--- src/rtl/uart_csr_bank_pkg.sv ---
// Register map, interrupt bit positions and read-mux types shared by the
// multi-channel UART CSR bank and its per-channel register slices.
package uart_csr_bank_pkg;

  localparam logic [2:0] REG_BAUD     = 3'd0;
  localparam logic [2:0] REG_CTRL     = 3'd1;
  localparam logic [2:0] REG_STATUS   = 3'd2;
  localparam logic [2:0] REG_INT_EN   = 3'd3;
  localparam logic [2:0] REG_INT_STAT = 3'd4;
  localparam logic [2:0] REG_CLR      = 3'd5;

  localparam int unsigned INT_PAR    = 0;
  localparam int unsigned INT_TXDONE = 1;
  localparam int unsigned INT_FREE   = 2;

  typedef logic [2:0] uart_int_t;

  typedef struct packed {
    logic parity_sticky;
    logic free;
    logic busy;
  } uart_status_t;

  // Indices 6 and 7 are reserved and answer with an error response.
  function automatic logic reg_is_valid(input logic [2:0] idx);
    return (idx <= REG_CLR);
  endfunction

endpackage

--- src/rtl/uart_csr_chan.sv ---
// One UART channel's register slice: baud/ctrl/int-enable registers, edge
// detectors, parity sticky bit, write-1-to-clear status and the irq flop.
module uart_csr_chan
  import uart_csr_bank_pkg::*;
#(
  parameter int                BAUD_W   = 16,
  parameter logic [BAUD_W-1:0] BAUD_RST = 16'd434,
  parameter int                DATA_W   = 32
) (
  input  logic              clk,
  input  logic              rst_n,
  input  logic              i_wr_en,
  input  logic [2:0]        i_reg,
  input  logic [DATA_W-1:0] i_wdata,
  input  logic              i_parity_error,
  input  logic              i_busy,
  input  logic              i_free,
  output logic [BAUD_W-1:0] o_baud,
  output logic [7:0]        o_ctrl,
  output uart_int_t         o_int_en,
  output uart_int_t         o_int_stat,
  output logic              o_sticky,
  output logic              o_irq
);

  logic [BAUD_W-1:0] r_baud;
  logic [7:0]        r_ctrl;
  uart_int_t         r_int_en;
  uart_int_t         r_int_stat;
  logic              r_sticky;
  logic              r_irq;
  logic              r_busy_q;
  logic              r_free_q;
  logic              r_par_q;

  logic      w_sel_baud;
  logic      w_sel_ctrl;
  logic      w_sel_en;
  logic      w_sel_stat;
  logic      w_sel_clr;
  uart_int_t w_event;
  uart_int_t w_w1c;
  logic      w_clr;
  logic      w_unused_wdata;

  always_comb begin
    w_sel_baud = 1'b0;
    w_sel_ctrl = 1'b0;
    w_sel_en   = 1'b0;
    w_sel_stat = 1'b0;
    w_sel_clr  = 1'b0;
    case (i_reg)
      REG_BAUD:     w_sel_baud = i_wr_en;
      REG_CTRL:     w_sel_ctrl = i_wr_en;
      REG_INT_EN:   w_sel_en   = i_wr_en;
      REG_INT_STAT: w_sel_stat = i_wr_en;
      REG_CLR:      w_sel_clr  = i_wr_en;
      default:      w_sel_clr  = 1'b0;
    endcase
  end

  always_comb begin
    w_event             = '0;
    w_event[INT_PAR]    = i_parity_error & ~r_par_q;
    w_event[INT_TXDONE] = ~i_busy & r_busy_q;
    w_event[INT_FREE]   = i_free & ~r_free_q;
  end

  assign w_w1c          = w_sel_stat ? uart_int_t'(i_wdata[2:0]) : 3'b000;
  assign w_clr          = w_sel_clr & i_wdata[0];
  assign w_unused_wdata = ^i_wdata;

  always_ff @(posedge clk or negedge rst_n) begin
    if (!rst_n) begin
      r_busy_q <= 1'b0;
      r_free_q <= 1'b1;
      r_par_q  <= 1'b0;
    end else begin
      r_busy_q <= i_busy;
      r_free_q <= i_free;
      r_par_q  <= i_parity_error;
    end
  end

  always_ff @(posedge clk or negedge rst_n) begin
    if (!rst_n) begin
      r_baud   <= BAUD_RST;
      r_ctrl   <= 8'h00;
      r_int_en <= 3'b000;
    end else begin
      if (w_sel_baud) r_baud   <= i_wdata[BAUD_W-1:0];
      if (w_sel_ctrl) r_ctrl   <= i_wdata[7:0];
      if (w_sel_en)   r_int_en <= uart_int_t'(i_wdata[2:0]);
    end
  end

  // Events are ORed in after the clear so a coincident hardware set wins.
  always_ff @(posedge clk or negedge rst_n) begin
    if (!rst_n) begin
      r_int_stat <= 3'b000;
      r_sticky   <= 1'b0;
      r_irq      <= 1'b0;
    end else begin
      r_int_stat <= (r_int_stat & ~w_w1c) | w_event;
      r_sticky   <= (r_sticky & ~w_clr) | w_event[INT_PAR];
      r_irq      <= |(r_int_stat & r_int_en);
    end
  end

  assign o_baud     = r_baud;
  assign o_ctrl     = r_ctrl;
  assign o_int_en   = r_int_en;
  assign o_int_stat = r_int_stat;
  assign o_sticky   = r_sticky;
  assign o_irq      = r_irq;

endmodule

--- src/rtl/uart_csr_bank.sv ---
// Register-bus front end for N_CH UART channels: address decode, read mux
// and a single-entry response register with valid/ready backpressure.
module uart_csr_bank
  import uart_csr_bank_pkg::*;
#(
  parameter int                N_CH     = 4,
  parameter int                BAUD_W   = 16,
  parameter logic [BAUD_W-1:0] BAUD_RST = 16'd434,
  parameter int                DATA_W   = 32
) (
  input  logic                   clk,
  input  logic                   rst_n,
  input  logic                   req_valid,
  output logic                   req_ready,
  input  logic                   req_write,
  input  logic [5:0]             req_addr,
  input  logic [DATA_W-1:0]      req_wdata,
  output logic                   rsp_valid,
  input  logic                   rsp_ready,
  output logic [DATA_W-1:0]      rsp_rdata,
  output logic                   rsp_err,
  output logic [N_CH*BAUD_W-1:0] baud_rate,
  output logic [N_CH*8-1:0]      ctrl,
  input  logic [N_CH-1:0]        parity_error,
  input  logic [N_CH-1:0]        busy,
  input  logic [N_CH-1:0]        free,
  output logic [N_CH-1:0]        irq
);

  logic              r_rsp_valid;
  logic              r_rsp_err;
  logic [DATA_W-1:0] r_rsp_rdata;

  logic [2:0]        w_ch;
  logic [2:0]        w_reg;
  logic              w_ch_bad;
  logic              w_err;
  logic              w_req_ready;
  logic              w_accept;
  logic [N_CH-1:0]   w_wr_en;
  uart_int_t         w_int_en   [N_CH];
  uart_int_t         w_int_stat [N_CH];
  logic [N_CH-1:0]   w_sticky;

  logic [BAUD_W-1:0] w_sel_baud;
  logic [7:0]        w_sel_ctrl;
  uart_int_t         w_sel_en;
  uart_int_t         w_sel_ist;
  logic              w_sel_busy;
  logic              w_sel_free;
  logic              w_sel_sticky;
  uart_status_t      w_status;
  logic [DATA_W-1:0] w_rd_data;

  assign w_ch        = req_addr[5:3];
  assign w_reg       = req_addr[2:0];
  assign w_ch_bad    = ({1'b0, w_ch} >= 4'(N_CH));
  assign w_err       = w_ch_bad | ~reg_is_valid(w_reg);
  assign w_req_ready = ~r_rsp_valid | rsp_ready;
  assign w_accept    = req_valid & w_req_ready;

  always_comb begin
    w_wr_en = '0;
    for (int c = 0; c < N_CH; c++) begin
      w_wr_en[c] = w_accept & req_write & ~w_err & (w_ch == 3'(c));
    end
  end

  for (genvar g = 0; g < N_CH; g++) begin : g_chan
    uart_csr_chan #(
      .BAUD_W   (BAUD_W),
      .BAUD_RST (BAUD_RST),
      .DATA_W   (DATA_W)
    ) u_chan (
      .clk            (clk),
      .rst_n          (rst_n),
      .i_wr_en        (w_wr_en[g]),
      .i_reg          (w_reg),
      .i_wdata        (req_wdata),
      .i_parity_error (parity_error[g]),
      .i_busy         (busy[g]),
      .i_free         (free[g]),
      .o_baud         (baud_rate[g*BAUD_W +: BAUD_W]),
      .o_ctrl         (ctrl[g*8 +: 8]),
      .o_int_en       (w_int_en[g]),
      .o_int_stat     (w_int_stat[g]),
      .o_sticky       (w_sticky[g]),
      .o_irq          (irq[g])
    );
  end

  // Channel select is one-hot over the loop, so OR-accumulation acts as a mux.
  always_comb begin
    w_sel_baud   = '0;
    w_sel_ctrl   = 8'h00;
    w_sel_en     = 3'b000;
    w_sel_ist    = 3'b000;
    w_sel_busy   = 1'b0;
    w_sel_free   = 1'b0;
    w_sel_sticky = 1'b0;
    for (int c = 0; c < N_CH; c++) begin
      w_sel_baud   = w_sel_baud   | ((w_ch == 3'(c)) ? baud_rate[c*BAUD_W +: BAUD_W] : '0);
      w_sel_ctrl   = w_sel_ctrl   | ((w_ch == 3'(c)) ? ctrl[c*8 +: 8] : 8'h00);
      w_sel_en     = w_sel_en     | ((w_ch == 3'(c)) ? w_int_en[c] : 3'b000);
      w_sel_ist    = w_sel_ist    | ((w_ch == 3'(c)) ? w_int_stat[c] : 3'b000);
      w_sel_busy   = w_sel_busy   | ((w_ch == 3'(c)) & busy[c]);
      w_sel_free   = w_sel_free   | ((w_ch == 3'(c)) & free[c]);
      w_sel_sticky = w_sel_sticky | ((w_ch == 3'(c)) & w_sticky[c]);
    end
  end

  assign w_status = '{parity_sticky: w_sel_sticky, free: w_sel_free, busy: w_sel_busy};

  always_comb begin
    w_rd_data = '0;
    case (w_reg)
      REG_BAUD:     w_rd_data[BAUD_W-1:0] = w_sel_baud;
      REG_CTRL:     w_rd_data[7:0]        = w_sel_ctrl;
      REG_STATUS:   w_rd_data[2:0]        = w_status;
      REG_INT_EN:   w_rd_data[2:0]        = w_sel_en;
      REG_INT_STAT: w_rd_data[2:0]        = w_sel_ist;
      default:      w_rd_data             = '0;
    endcase
  end

  always_ff @(posedge clk or negedge rst_n) begin
    if (!rst_n) begin
      r_rsp_valid <= 1'b0;
      r_rsp_err   <= 1'b0;
      r_rsp_rdata <= '0;
    end else if (w_accept) begin
      r_rsp_valid <= 1'b1;
      r_rsp_err   <= w_err;
      r_rsp_rdata <= (req_write | w_err) ? '0 : w_rd_data;
    end else if (rsp_ready) begin
      r_rsp_valid <= 1'b0;
      r_rsp_err   <= 1'b0;
      r_rsp_rdata <= '0;
    end
  end

  assign req_ready = w_req_ready;
  assign rsp_valid = r_rsp_valid;
  assign rsp_err   = r_rsp_err;
  assign rsp_rdata = r_rsp_rdata;

endmodule
--- config.mk ---
export PLATFORM = sky130hd
export DESIGN_NAME = uart_csr_bank
export DESIGN_NICKNAME = d
export VERILOG_FILES = /design/src/rtl/uart_csr_bank_pkg.sv /design/src/rtl/uart_csr_chan.sv /design/src/rtl/uart_csr_bank.sv
export SDC_FILE = /design/constraint.sdc
export NUM_CORES = 1
export LEC_CHECK = 0
export BUFFER_PORTS_ARGS = -buffer_cell sky130_fd_sc_hd__buf_2
export CAP_MARGIN = 10
export CORE_UTILIZATION = 50
export CTS_BUF_LIST = sky130_fd_sc_hd__clkbuf_8
export DETAILED_ROUTE_END_ITERATION = 12
export GPL_ROUTABILITY_DRIVEN = 0
export GPL_TIMING_DRIVEN = 0
export PLACE_DENSITY = 0.8
export SYNTH_ARGS = -nofsm -noshare
export SYNTH_HDL_FRONTEND = slang
export SYNTH_SLANG_ARGS = --single-unit
--- constraint.sdc ---
create_clock -name clk -period 4.4 [get_ports clk]
set_clock_uncertainty 0.1 [all_clocks]
set_input_delay 1.32 -clock clk [delete_from_list [all_inputs] [get_ports clk]]
set_output_delay 1.32 -clock clk [all_outputs]
set_load 0.05 [all_outputs]
Word level (Yosys, flattened, before mapping)
Cells that the tools add are included.
{"block": "op_classes", "addsub": 0, "mul": 0, "div_mod_pow": 0, "magnitude_cmp": 2, "eq_ne": 8, "n_shift": 0, "mux": 49, "bitwise": 102, "n_reduce_logical": 7}
{"operator": "$mux W16", "n": 5}
{"operator": "$mux W32", "n": 2}
{"operator": "$or A16 B16 Y16", "n": 3}
{"operator": "$mux W8", "n": 5}
{"operator": "$and A1 B1 Y1", "n": 39}
{"operator": "$mux W3", "n": 12}
{"operator": "$or A3 B3 Y3", "n": 10}
{"operator": "$and A3 B3 Y3", "n": 8}
{"operator": "$or A8 B8 Y8", "n": 3}
{"operator": "$mux W1", "n": 23}
{"operator": "$not A1 Y1", "n": 19}
{"operator": "$or A1 B1 Y1", "n": 16}
{"operator": "$pmux W3 S5", "n": 1}
{"operator": "$eq A3 B2 Y1 const B", "n": 4}
{"operator": "$not A3 Y3", "n": 4}
{"operator": "$reduce_or A3 Y1", "n": 4}
{"operator": "$pmux W5 S2", "n": 1}
{"operator": "$eq A3 B1 Y1 const B", "n": 2}
{"operator": "$eq A3 B3 Y1 const B", "n": 2}
{"operator": "$logic_not A3 Y1", "n": 2}
{"operator": "$ge A3 B3 Y1 const B", "n": 1}
{"operator": "$le A3 B3 Y1 const B", "n": 1}
{"operator": "$reduce_bool A2 Y1", "n": 1}
{"block": "word_totals", "reg_bits": 174, "latch_bits": 0, "mem_bits_rw": 0, "mem_bits_ro": 0, "in_bits": 55, "out_inout_bits": 135, "word_cells": 207, "memories": 0}

Logic depth before layout (Yosys ltp)
Gate-level depths: netlist of run 1.
{"block": "logic_depth", "ltp_word": 11, "mapped_depth": 7, "ltp_nobuf": 6}

By module
Synthesis of run 1 repeated with hierarchy kept, for this count alone.
{"block": "hier_totals", "cells_unflattened": 509, "area_unflattened_um2": 7284.5}
{"module": "uart_csr_chan", "instances": 4, "cells_per_inst": 83, "area_each_um2": 1343.8, "seq_area_each_um2": 883.3}
{"module": "uart_csr_bank", "instances": 1, "cells_per_inst": 177, "area_each_um2": 1909.3, "seq_area_each_um2": 450.4}

Worst setup path before layout of run 1
Ideal clock, no wire load.
{"block": "synth_path", "kind": "input -> output", "start": "input port rsp_ready", "end": "output port req_ready", "t_arrival_ns": 1.875, "required_time_ns": 2.980, "slack_ns": 1.105, "cell_stages": 2, "n_path_buf": 0, "path_cell_list": "nor2b_1 -> inv_1"}
{"block": "synth_between", "elab_chain_len": 1}
{"item": "start, declared", "line": "uart_csr_bank.sv:19", "rtl": "input logic rsp_ready,"}
{"item": "$or A1 B1 Y1", "line": "uart_csr_bank.sv:59", "rtl": "assign w_req_ready = ~r_rsp_valid | rsp_ready;"}
{"item": "end, declared", "line": "uart_csr_bank.sv:14", "rtl": "output logic req_ready,"}
No other way between the ends.

Worst setup path in the final report of run 1
Same ends and word-level chain as after synthesis.

==> results of run 1 <==
stage by stage:
step	hold slack [ns]	setup WS [ns]	cell area (um^2)	std cells	utilization, %
after detailed placement	0.344	0.860	8290	873	59.5
after global routing	0.374	0.749	8700	905	62.4
after floorplan	0.311	1.10	7250	536	-
after global placement	0.324	-0.192	8260	872	59.3
after CTS	0.356	0.861	8700	905	62.4
final	0.362	0.848	8700	905	62.4
where the power goes:
| part | internal (W) | leakage [nW] | switching, W |
|---|---|---|---|
| Sequential | 0.00150 | 2.00 | 0.0000269 |
| Combinational | 0.000111 | 2.25 | 0.000284 |
| Clock | 0.000562 | 0.214 | 0.000541 |
state kept, by name (all words and copies together) (netlist names):
| signal | cells |
|---|---|
| rsp_valid | 1 |
| g_chan.u_chan.o_ctrl | 32 |
| g_chan.u_chan.r_par_q | 4 |
| g_chan.u_chan.r_busy_q | 4 |
| rsp_err | 1 |
| g_chan.u_chan.o_baud | 64 |
| g_chan.u_chan.o_int_en | 12 |
| g_chan.u_chan.r_free_q | 4 |
| g_chan.u_chan.o_sticky | 4 |
| g_chan.u_chan.o_irq | 4 |
| g_chan.u_chan.o_int_stat | 12 |
| rsp_rdata | 16 |
layout by cell type, fill, tap and decap left out, types with 7 or more instances in the layout:
cell,instances
sky130_fd_sc_hd__dfstp_2,24
sky130_fd_sc_hd__o22ai_1,14
sky130_fd_sc_hd__a22o_1,11
sky130_fd_sc_hd__nor2_1,12
sky130_fd_sc_hd__mux2_2,101
sky130_fd_sc_hd__dfrtp_1,134
sky130_fd_sc_hd__buf_2,164
sky130_fd_sc_hd__inv_1,22
sky130_fd_sc_hd__o21ai_0,14
sky130_fd_sc_hd__buf_4,25
sky130_fd_sc_hd__a32o_1,9
sky130_fd_sc_hd__mux2_1,7
sky130_fd_sc_hd__clkbuf_8,21
sky130_fd_sc_hd__mux2i_1,34
sky130_fd_sc_hd__nand2_1,24
sky130_fd_sc_hd__conb_1,16
sky130_fd_sc_hd__mux4_2,16
worst max-delay path by stage:
stage,slack [ns],endpoint,cells past startpoint,start
2_1_floorplan,1.10,req_ready,2,rsp_ready
3_3_place_gp,-0.19,g_chan[2].u_chan.o_baud[6],1,rst_n
3_5_place_dp,0.86,req_ready,4,rsp_ready
4_1_cts,0.86,req_ready,4,rsp_ready
5_1_grt,0.75,req_ready,4,rsp_ready
6_report,0.85,req_ready,4,rsp_ready
routing by layer:
metal  track usage (%)  vias to the layer above  share of wire (%)
met4              10.6                        0                2.0
met5                 0                        -                  0
met1              35.1                     2616                 41
met3              8.94                       37                8.7
met2              41.9                      253                 48
li1                  -                     2267                  -
kinds of logic after synthesis:
logic type,count (synthesis)
and+or+nand+nor,65
buffers and inverters,64
DFF,158
muxes,158
other,1
AOI/OAI and AO/OA,75
cell type report:
type | count | area [um^2]
inverter | 19 | 71.3
clock buffer | 21 | 289
sequential | 158 | 3980
multi-input combinational | 314 | 2890
fill | 1106 | 5240
clock inverter | 11 | 116
buffer | 45 | 304
timing repair buffer | 157 | 815
tap | 180 | 225
==> run_summary.xml, run 1 <==
<?xml version="1.0" encoding="UTF-8"?>
<metrics>
  <group name="routing">
    <metric name="dr_total_vias" unit="">5173</metric>
    <metric name="drt_wl_total" unit="mm">19.1</metric>
    <metric name="detailedRoute.firstPassIterationCount" unit="">8</metric>
    <metric name="drt_first_iter_violations" unit="">488</metric>
    <metric name="drc" unit="">0</metric>
    <metric name="wire_per_inst" unit="um">21.1</metric>
    <metric name="final_antenna_net_count" unit="">0</metric>
    <metric name="drt-vias-per-instance" unit="">5.72</metric>
  </group>
  <group name="floorplanning">
    <metric name="core" unit="um^2">13900</metric>
    <metric name="ioPinCount" unit="">190</metric>
    <metric name="core.rowCount" unit="">43</metric>
    <metric name="die_area" unit="um^2">14900</metric>
    <metric name="die-width" unit="um">122</metric>
    <metric name="die_h" unit="um">122</metric>
    <metric name="start_util" unit="%">51.6</metric>
  </group>
  <group name="pwr">
    <metric name="vdd.ir_drop.worst" unit="mV">0.289</metric>
    <metric name="total_design_power" unit="W">0.00302</metric>
    <metric name="cellPowerDensity" unit="nW/um^2">348</metric>
    <metric name="p_leak" unit="nW">4.47</metric>
  </group>
  <group name="finish">
    <metric name="nNetsFinal" unit="">767</metric>
    <metric name="flow.area_growth_from_synthesis" unit="%">20.9</metric>
    <metric name="antenna_diode_count" unit="">0</metric>
    <metric name="drive_gt1_share" unit="%">52.1</metric>
  </group>
  <group name="worst_setup_path">
    <metric name="worstPathBufferInverterCount" unit="">3</metric>
    <metric name="critical-path-top-cell-by-count" unit="">sky130_fd_sc_hd__buf_2</metric>
    <metric name="timing.reg2reg.setup_slack" unit="ns">2.21</metric>
    <metric name="slowest_delay" unit="ns">0.28</metric>
    <metric name="worst_endpoint_required_time" unit="ns">2.98</metric>
    <metric name="setup.worst_path.class" unit="">in -&gt; out</metric>
    <metric name="critical_path.slowest_cell" unit="">sky130_fd_sc_hd__nor2b_1</metric>
    <metric name="rr_startpoint" unit="">rsp_valid</metric>
    <metric name="crit_fanout" unit="">5</metric>
    <metric name="timing.reg2reg.worst_path_depth" unit="">6</metric>
    <metric name="cp-start-kind" unit="">input port</metric>
    <metric name="worstSetupEndpointType" unit="">output pin</metric>
    <metric name="crit_chain" unit="">buf_2 -&gt; nor2b_1 -&gt; inv_1 -&gt; buf_2</metric>
    <metric name="crit_family" unit="">buffers and inverters</metric>
    <metric name="critical_path_arrival" unit="ns">2.13</metric>
    <metric name="critical_path.reg2reg.endpoint" unit="">g_chan[3].u_chan.o_baud[14]</metric>
  </group>
  <group name="synth">
    <metric name="synthMuxAreaShare" unit="%">26.6</metric>
    <metric name="edff_count_synth" unit="">0</metric>
    <metric name="synth_seq_cells" unit="">158</metric>
    <metric name="largest_family_of_logic_cells_by_synthesized_area" unit="">multiplexers</metric>
    <metric name="post_synth_fa_ha_maj_area_fraction" unit="%">0</metric>
    <metric name="synthTopCellsByArea" unit="">sky130_fd_sc_hd__dfrtp_1 (47%), sky130_fd_sc_hd__mux2_2 (16%), sky130_fd_sc_hd__dfstp_2 (8.8%)</metric>
    <metric name="yosysWarnings" unit="">0</metric>
    <metric name="synth_compound_gate_area_share" unit="%">7.72</metric>
    <metric name="synth_largest_area_cell" unit="">sky130_fd_sc_hd__dfrtp_1</metric>
    <metric name="dominantRegCellSynth" unit="">sky130_fd_sc_hd__dfrtp_1</metric>
    <metric name="yosysMostFrequentCell" unit="">sky130_fd_sc_hd__dfrtp_1</metric>
    <metric name="proportion_of_register_bits_with_asynchronous_set_or_reset_after_synthesis" unit="%">100</metric>
    <metric name="syn_inst" unit="">521</metric>
    <metric name="yosysUniqueCellTypes" unit="">43</metric>
    <metric name="synth_top_area_share" unit="%">46.6</metric>
    <metric name="yosys-top-cells-count" unit="">sky130_fd_sc_hd__dfrtp_1 (134), sky130_fd_sc_hd__mux2_2 (101), sky130_fd_sc_hd__mux2i_1 (34)</metric>
    <metric name="post_synth_instance_area" unit="um^2">7190</metric>
    <metric name="post_synth_and_or_nand_nor_area_fraction" unit="%">4.99</metric>
    <metric name="synth-xor-area-share" unit="%">0</metric>
    <metric name="synth.yosys.seq_area_share" unit="%">55.4</metric>
    <metric name="syn_area_per_cell" unit="um^2">13.8</metric>
  </group>
  <group name="clock_tree">
    <metric name="clock_sink_count" unit="">158</metric>
    <metric name="cts_max_path_buffers" unit="">2</metric>
    <metric name="cts-root-buf" unit="">sky130_fd_sc_hd__clkbuf_8</metric>
    <metric name="cts_made_buffers" unit="">17</metric>
    <metric name="cts_resized" unit="">0</metric>
    <metric name="post-cts-setup-buffer-count" unit="">0</metric>
    <metric name="clk_transition_reported_paths" unit="ns">0.08</metric>
    <metric name="ctsHoldBuffers" unit="">0</metric>
    <metric name="clk-insertion-delay-late" unit="ns">0.46</metric>
    <metric name="htreeDepth" unit="">4</metric>
    <metric name="cts_tree" unit="">built</metric>
  </group>
  <group name="placed_design">
    <metric name="port_buffers" unit="">156</metric>
    <metric name="dp.final_hpwl" unit="mm">13.8</metric>
  </group>
  <group name="timing">
    <metric name="timing.final.setup_violations" unit="">0</metric>
    <metric name="report.final.slew_viol_count" unit="">0</metric>
    <metric name="worst_slew_margin_rel" unit="%">40.3</metric>
    <metric name="tns" unit="ns">0</metric>
    <metric name="peak_freq" unit="MHz">281</metric>
    <metric name="fin_crit" unit="ns">3.55</metric>
    <metric name="min_period_over_period" unit="%">80.7</metric>
    <metric name="timing_worst_slew_pin_value" unit="ns">0.895</metric>
    <metric name="rsz0062_at_grt" unit="">false</metric>
    <metric name="timing.final.hold_violations" unit="">0</metric>
  </group>
  <group name="min_path">
    <metric name="hold_path_end" unit="">g_chan[0].u_chan.o_int_stat[0]</metric>
    <metric name="hold_path_depth" unit="">1</metric>
    <metric name="hold_path.class" unit="">reg -&gt; reg</metric>
    <metric name="min_from" unit="">g_chan[0].u_chan.r_par_q</metric>
  </group>
  <group name="grt">
    <metric name="vias_in_the_first_global_route" unit="">5438</metric>
    <metric name="grt_first_pass_wirelength" unit="mm">29.5</metric>
    <metric name="grt_start_max_net_pins" unit="">90</metric>
    <metric name="grt_overflow_total" unit="">0</metric>
    <metric name="groute.usage.overall" unit="%">27.0</metric>
    <metric name="initial_antenna_violation_count" unit="">0</metric>
  </group>
  <group name="run">
    <metric name="max_cap_viol_count" unit="">0</metric>
  </group>
  <group name="status">
    <metric name="result_of_the_run" unit="">finished clean</metric>
  </group>
</metrics>
Note: power is estimated with default switching activity, not from simulation.
==> run 2: changes to the inputs <==
--- a/config.mk
+++ b/config.mk
@@ -7,12 +7,12 @@
 export LEC_CHECK = 0
 export BUFFER_PORTS_ARGS = -buffer_cell sky130_fd_sc_hd__buf_2
 export CAP_MARGIN = 10
-export CORE_UTILIZATION = 50
+export CORE_UTILIZATION = 49
 export CTS_BUF_LIST = sky130_fd_sc_hd__clkbuf_8
 export DETAILED_ROUTE_END_ITERATION = 12
 export GPL_ROUTABILITY_DRIVEN = 0
 export GPL_TIMING_DRIVEN = 0
-export PLACE_DENSITY = 0.8
+export PLACE_DENSITY = 0.82
 export SYNTH_ARGS = -nofsm -noshare
 export SYNTH_HDL_FRONTEND = slang
 export SYNTH_SLANG_ARGS = --single-unit
==> constraint.sdc (replaced) <==
create_clock -name clk -period 2.9 [get_ports clk]
set_clock_uncertainty 0.1 [all_clocks]
set_input_delay 0.87 -clock clk [delete_from_list [all_inputs] [get_ports clk]]
set_output_delay 0.87 -clock clk [all_outputs]
set_load 0.05 [all_outputs]
==> run 2 against run 1 <==
  * Count of clock-buffer cells in the layout fell by 4
  * Sequential share of layout area fell by 0.053 points
  * Die area rose by 2.0%
  * Setup slack got worse by 0.61 ns
  * Non-clock buffer count did not move
  * Critical path type unchanged
  * Critical endpoint unchanged
  * Largest cell class unchanged
  * Highest routed layer unchanged
==> run_summary.xml, run 2 (synthesized netlist as in run 1, its figures left out) <==
<?xml version="1.0" encoding="UTF-8"?>
<metrics>
  <group name="finish">
    <metric name="final_cell_area" unit="um^2">8710</metric>
    <metric name="flow.area_growth_from_synthesis" unit="%">21.0</metric>
    <metric name="antenna_diode_count" unit="">0</metric>
    <metric name="mostFrequentLayoutCells" unit="">sky130_fd_sc_hd__buf_2 (164), sky130_fd_sc_hd__dfrtp_1 (134), sky130_fd_sc_hd__mux2_2 (101)</metric>
    <metric name="drive_gt1_share" unit="%">52.4</metric>
    <metric name="finalNonFillerCells" unit="">905</metric>
    <metric name="nNetsFinal" unit="">767</metric>
    <metric name="largest_register_ffs" unit="">64</metric>
    <metric name="final_core_util" unit="%">61.8</metric>
    <metric name="mostFrequentLayoutCell" unit="">sky130_fd_sc_hd__buf_2</metric>
  </group>
  <group name="worst_setup_path">
    <metric name="setup.worst_path.class" unit="">in -&gt; out</metric>
    <metric name="critical_path.reg2reg.endpoint" unit="">g_chan[3].u_chan.o_baud[11]</metric>
    <metric name="worstSetupEndpointType" unit="">output pin</metric>
    <metric name="critical_path.endpoint" unit="">req_ready</metric>
    <metric name="cp-start-kind" unit="">input port</metric>
    <metric name="critical_path_arrival" unit="ns">1.69</metric>
    <metric name="rr_startpoint" unit="">rsp_valid</metric>
    <metric name="crit_fanout" unit="">5</metric>
    <metric name="critPathLaunch" unit="">rsp_ready</metric>
    <metric name="timing.reg2reg.setup_slack" unit="ns">0.68</metric>
    <metric name="timing.reg2reg.worst_path_depth" unit="">6</metric>
    <metric name="worst_endpoint_required_time" unit="ns">1.93</metric>
  </group>
  <group name="grt">
    <metric name="grt_start_max_net_pins" unit="">96</metric>
    <metric name="initial_antenna_violation_count" unit="">0</metric>
    <metric name="groute.usage.overall" unit="%">26.0</metric>
    <metric name="grt_first_pass_wirelength" unit="mm">28.8</metric>
    <metric name="grt_overflow_total" unit="">0</metric>
    <metric name="vias_in_the_first_global_route" unit="">5268</metric>
  </group>
  <group name="timing">
    <metric name="timing.final.hold_violations" unit="">0</metric>
    <metric name="report.final.slew_viol_count" unit="">0</metric>
    <metric name="rsz0062_at_grt" unit="">false</metric>
    <metric name="worst_slew_margin_rel" unit="%">37.5</metric>
    <metric name="timing_worst_slew_pin_value" unit="ns">0.930</metric>
    <metric name="fin_crit" unit="ns">2.66</metric>
    <metric name="min_period_over_period" unit="%">91.8</metric>
    <metric name="timing.final.setup_violations" unit="">0</metric>
    <metric name="peak_freq" unit="MHz">376</metric>
  </group>
  <group name="routing">
    <metric name="drt-vias-per-instance" unit="">5.77</metric>
    <metric name="drt_first_iter_violations" unit="">477</metric>
    <metric name="drt_wl_total" unit="mm">18.9</metric>
    <metric name="detailedRoute.firstPassIterationCount" unit="">5</metric>
    <metric name="drc" unit="">0</metric>
    <metric name="wire_per_inst" unit="um">20.9</metric>
    <metric name="dr_total_vias" unit="">5224</metric>
    <metric name="final_antenna_net_count" unit="">0</metric>
  </group>
  <group name="clock_tree">
    <metric name="ctsHoldBuffers" unit="">0</metric>
    <metric name="clock_sink_count" unit="">158</metric>
    <metric name="cts_tree" unit="">built</metric>
    <metric name="post-cts-setup-buffer-count" unit="">0</metric>
    <metric name="htreeDepth" unit="">4</metric>
    <metric name="clk_transition_reported_paths" unit="ns">0.08</metric>
    <metric name="clk-insertion-delay-late" unit="ns">0.46</metric>
    <metric name="cts_max_path_buffers" unit="">2</metric>
    <metric name="cts_made_buffers" unit="">17</metric>
    <metric name="cts_resized" unit="">0</metric>
    <metric name="cts-root-buf" unit="">sky130_fd_sc_hd__clkbuf_8</metric>
  </group>
  <group name="floorplanning">
    <metric name="die_h" unit="um">123</metric>
    <metric name="ioPinCount" unit="">190</metric>
    <metric name="start_util" unit="%">51.0</metric>
    <metric name="core" unit="um^2">14100</metric>
    <metric name="die-width" unit="um">123</metric>
    <metric name="die_area" unit="um^2">15200</metric>
    <metric name="core.rowCount" unit="">43</metric>
  </group>
  <group name="pwr">
    <metric name="vdd.ir_drop.worst" unit="mV">0.371</metric>
    <metric name="p_leak" unit="nW">4.46</metric>
    <metric name="total_design_power" unit="W">0.00463</metric>
    <metric name="cellPowerDensity" unit="nW/um^2">532</metric>
  </group>
  <group name="run">
    <metric name="max_cap_viol_count" unit="">0</metric>
  </group>
  <group name="status">
    <metric name="result_of_the_run" unit="">finished clean</metric>
  </group>
  <group name="placed_design">
    <metric name="port_buffers" unit="">156</metric>
    <metric name="place_inst" unit="">873</metric>
    <metric name="dp.final_hpwl" unit="mm">13.8</metric>
    <metric name="dpl-instance-area" unit="um^2">8290</metric>
  </group>
  <group name="min_path">
    <metric name="hold_path.class" unit="">in -&gt; async</metric>
  </group>
</metrics>
run 2: cell types whose count changed in the layout (fill, tap and decap cells not counted), sizes merged:
| cell | delta |
|---|---|
| clkinvlp | +1 |
| bufinv | +1 |
| clkinv | +2 |
| clkbuf | -4 |
run 2: layer usage:
metal | vias up | track usage [%] | share of wire, %
met5 | - | 0 | 0
met4 | 0 | 8.73 | 1.8
met3 | 26 | 8.63 | 9.7
met2 | 259 | 41.0 | 49
met1 | 2675 | 33.6 | 40
li1 | 2264 | - | -
run 2: layout make-up:
class,count,area (um^2)
Clock inverter,15,181
Inverter,19,71.3
Sequential cell,158,3980
Tap cell,180,225
Fill cell,1101,5390
Clock buffer,17,234
Timing Repair Buffer,157,815
Multi-Input combinational cell,314,2890
Buffer,45,304
run 2: worst min path at each step:
stage | startpoint | to | slack (ns) | cells past startpoint
floorplan | g_chan[0].u_chan.r_par_q | g_chan[0].u_chan.o_int_stat[0] | 0.31 | 1
global placement | g_chan[2].u_chan.r_par_q | g_chan[2].u_chan.o_int_stat[0] | 0.33 | 1
detailed placement | g_chan[1].u_chan.r_par_q | g_chan[1].u_chan.o_int_stat[0] | 0.34 | 1
CTS | rst_n | g_chan[3].u_chan.o_int_stat[1] | 0.29 | 1
global route | rst_n | g_chan[1].u_chan.o_int_stat[1] | 0.32 | 1
finish | rst_n | g_chan[3].u_chan.o_int_stat[1] | 0.29 | 1
run 2: worst max-delay path: stages:
cell and delay, ns:
sky130_fd_sc_hd__buf_2 0.11, sky130_fd_sc_hd__nor2b_1 0.28, sky130_fd_sc_hd__inv_1 0.18, sky130_fd_sc_hd__buf_2 0.25
run 2: power breakdown:
group | internal (W) | switching, W
clock network | 0.000862 | 0.000862
logic | 0.000169 | 0.000428
registers | 0.00227 | 0.0000407
run 2: per-stage QoR:
stage / hold WS (ns) / setup TNS (ns) / setup WS [ns]
CTS: 0.290 / 0 / 0.260
finish: 0.289 / 0 / 0.239
global route: 0.318 / 0 / 0.193
global placement: 0.328 / -175.07 / -1.25
detailed placement: 0.336 / 0 / 0.0547
floorplan: 0.311 / 0 / 0.505
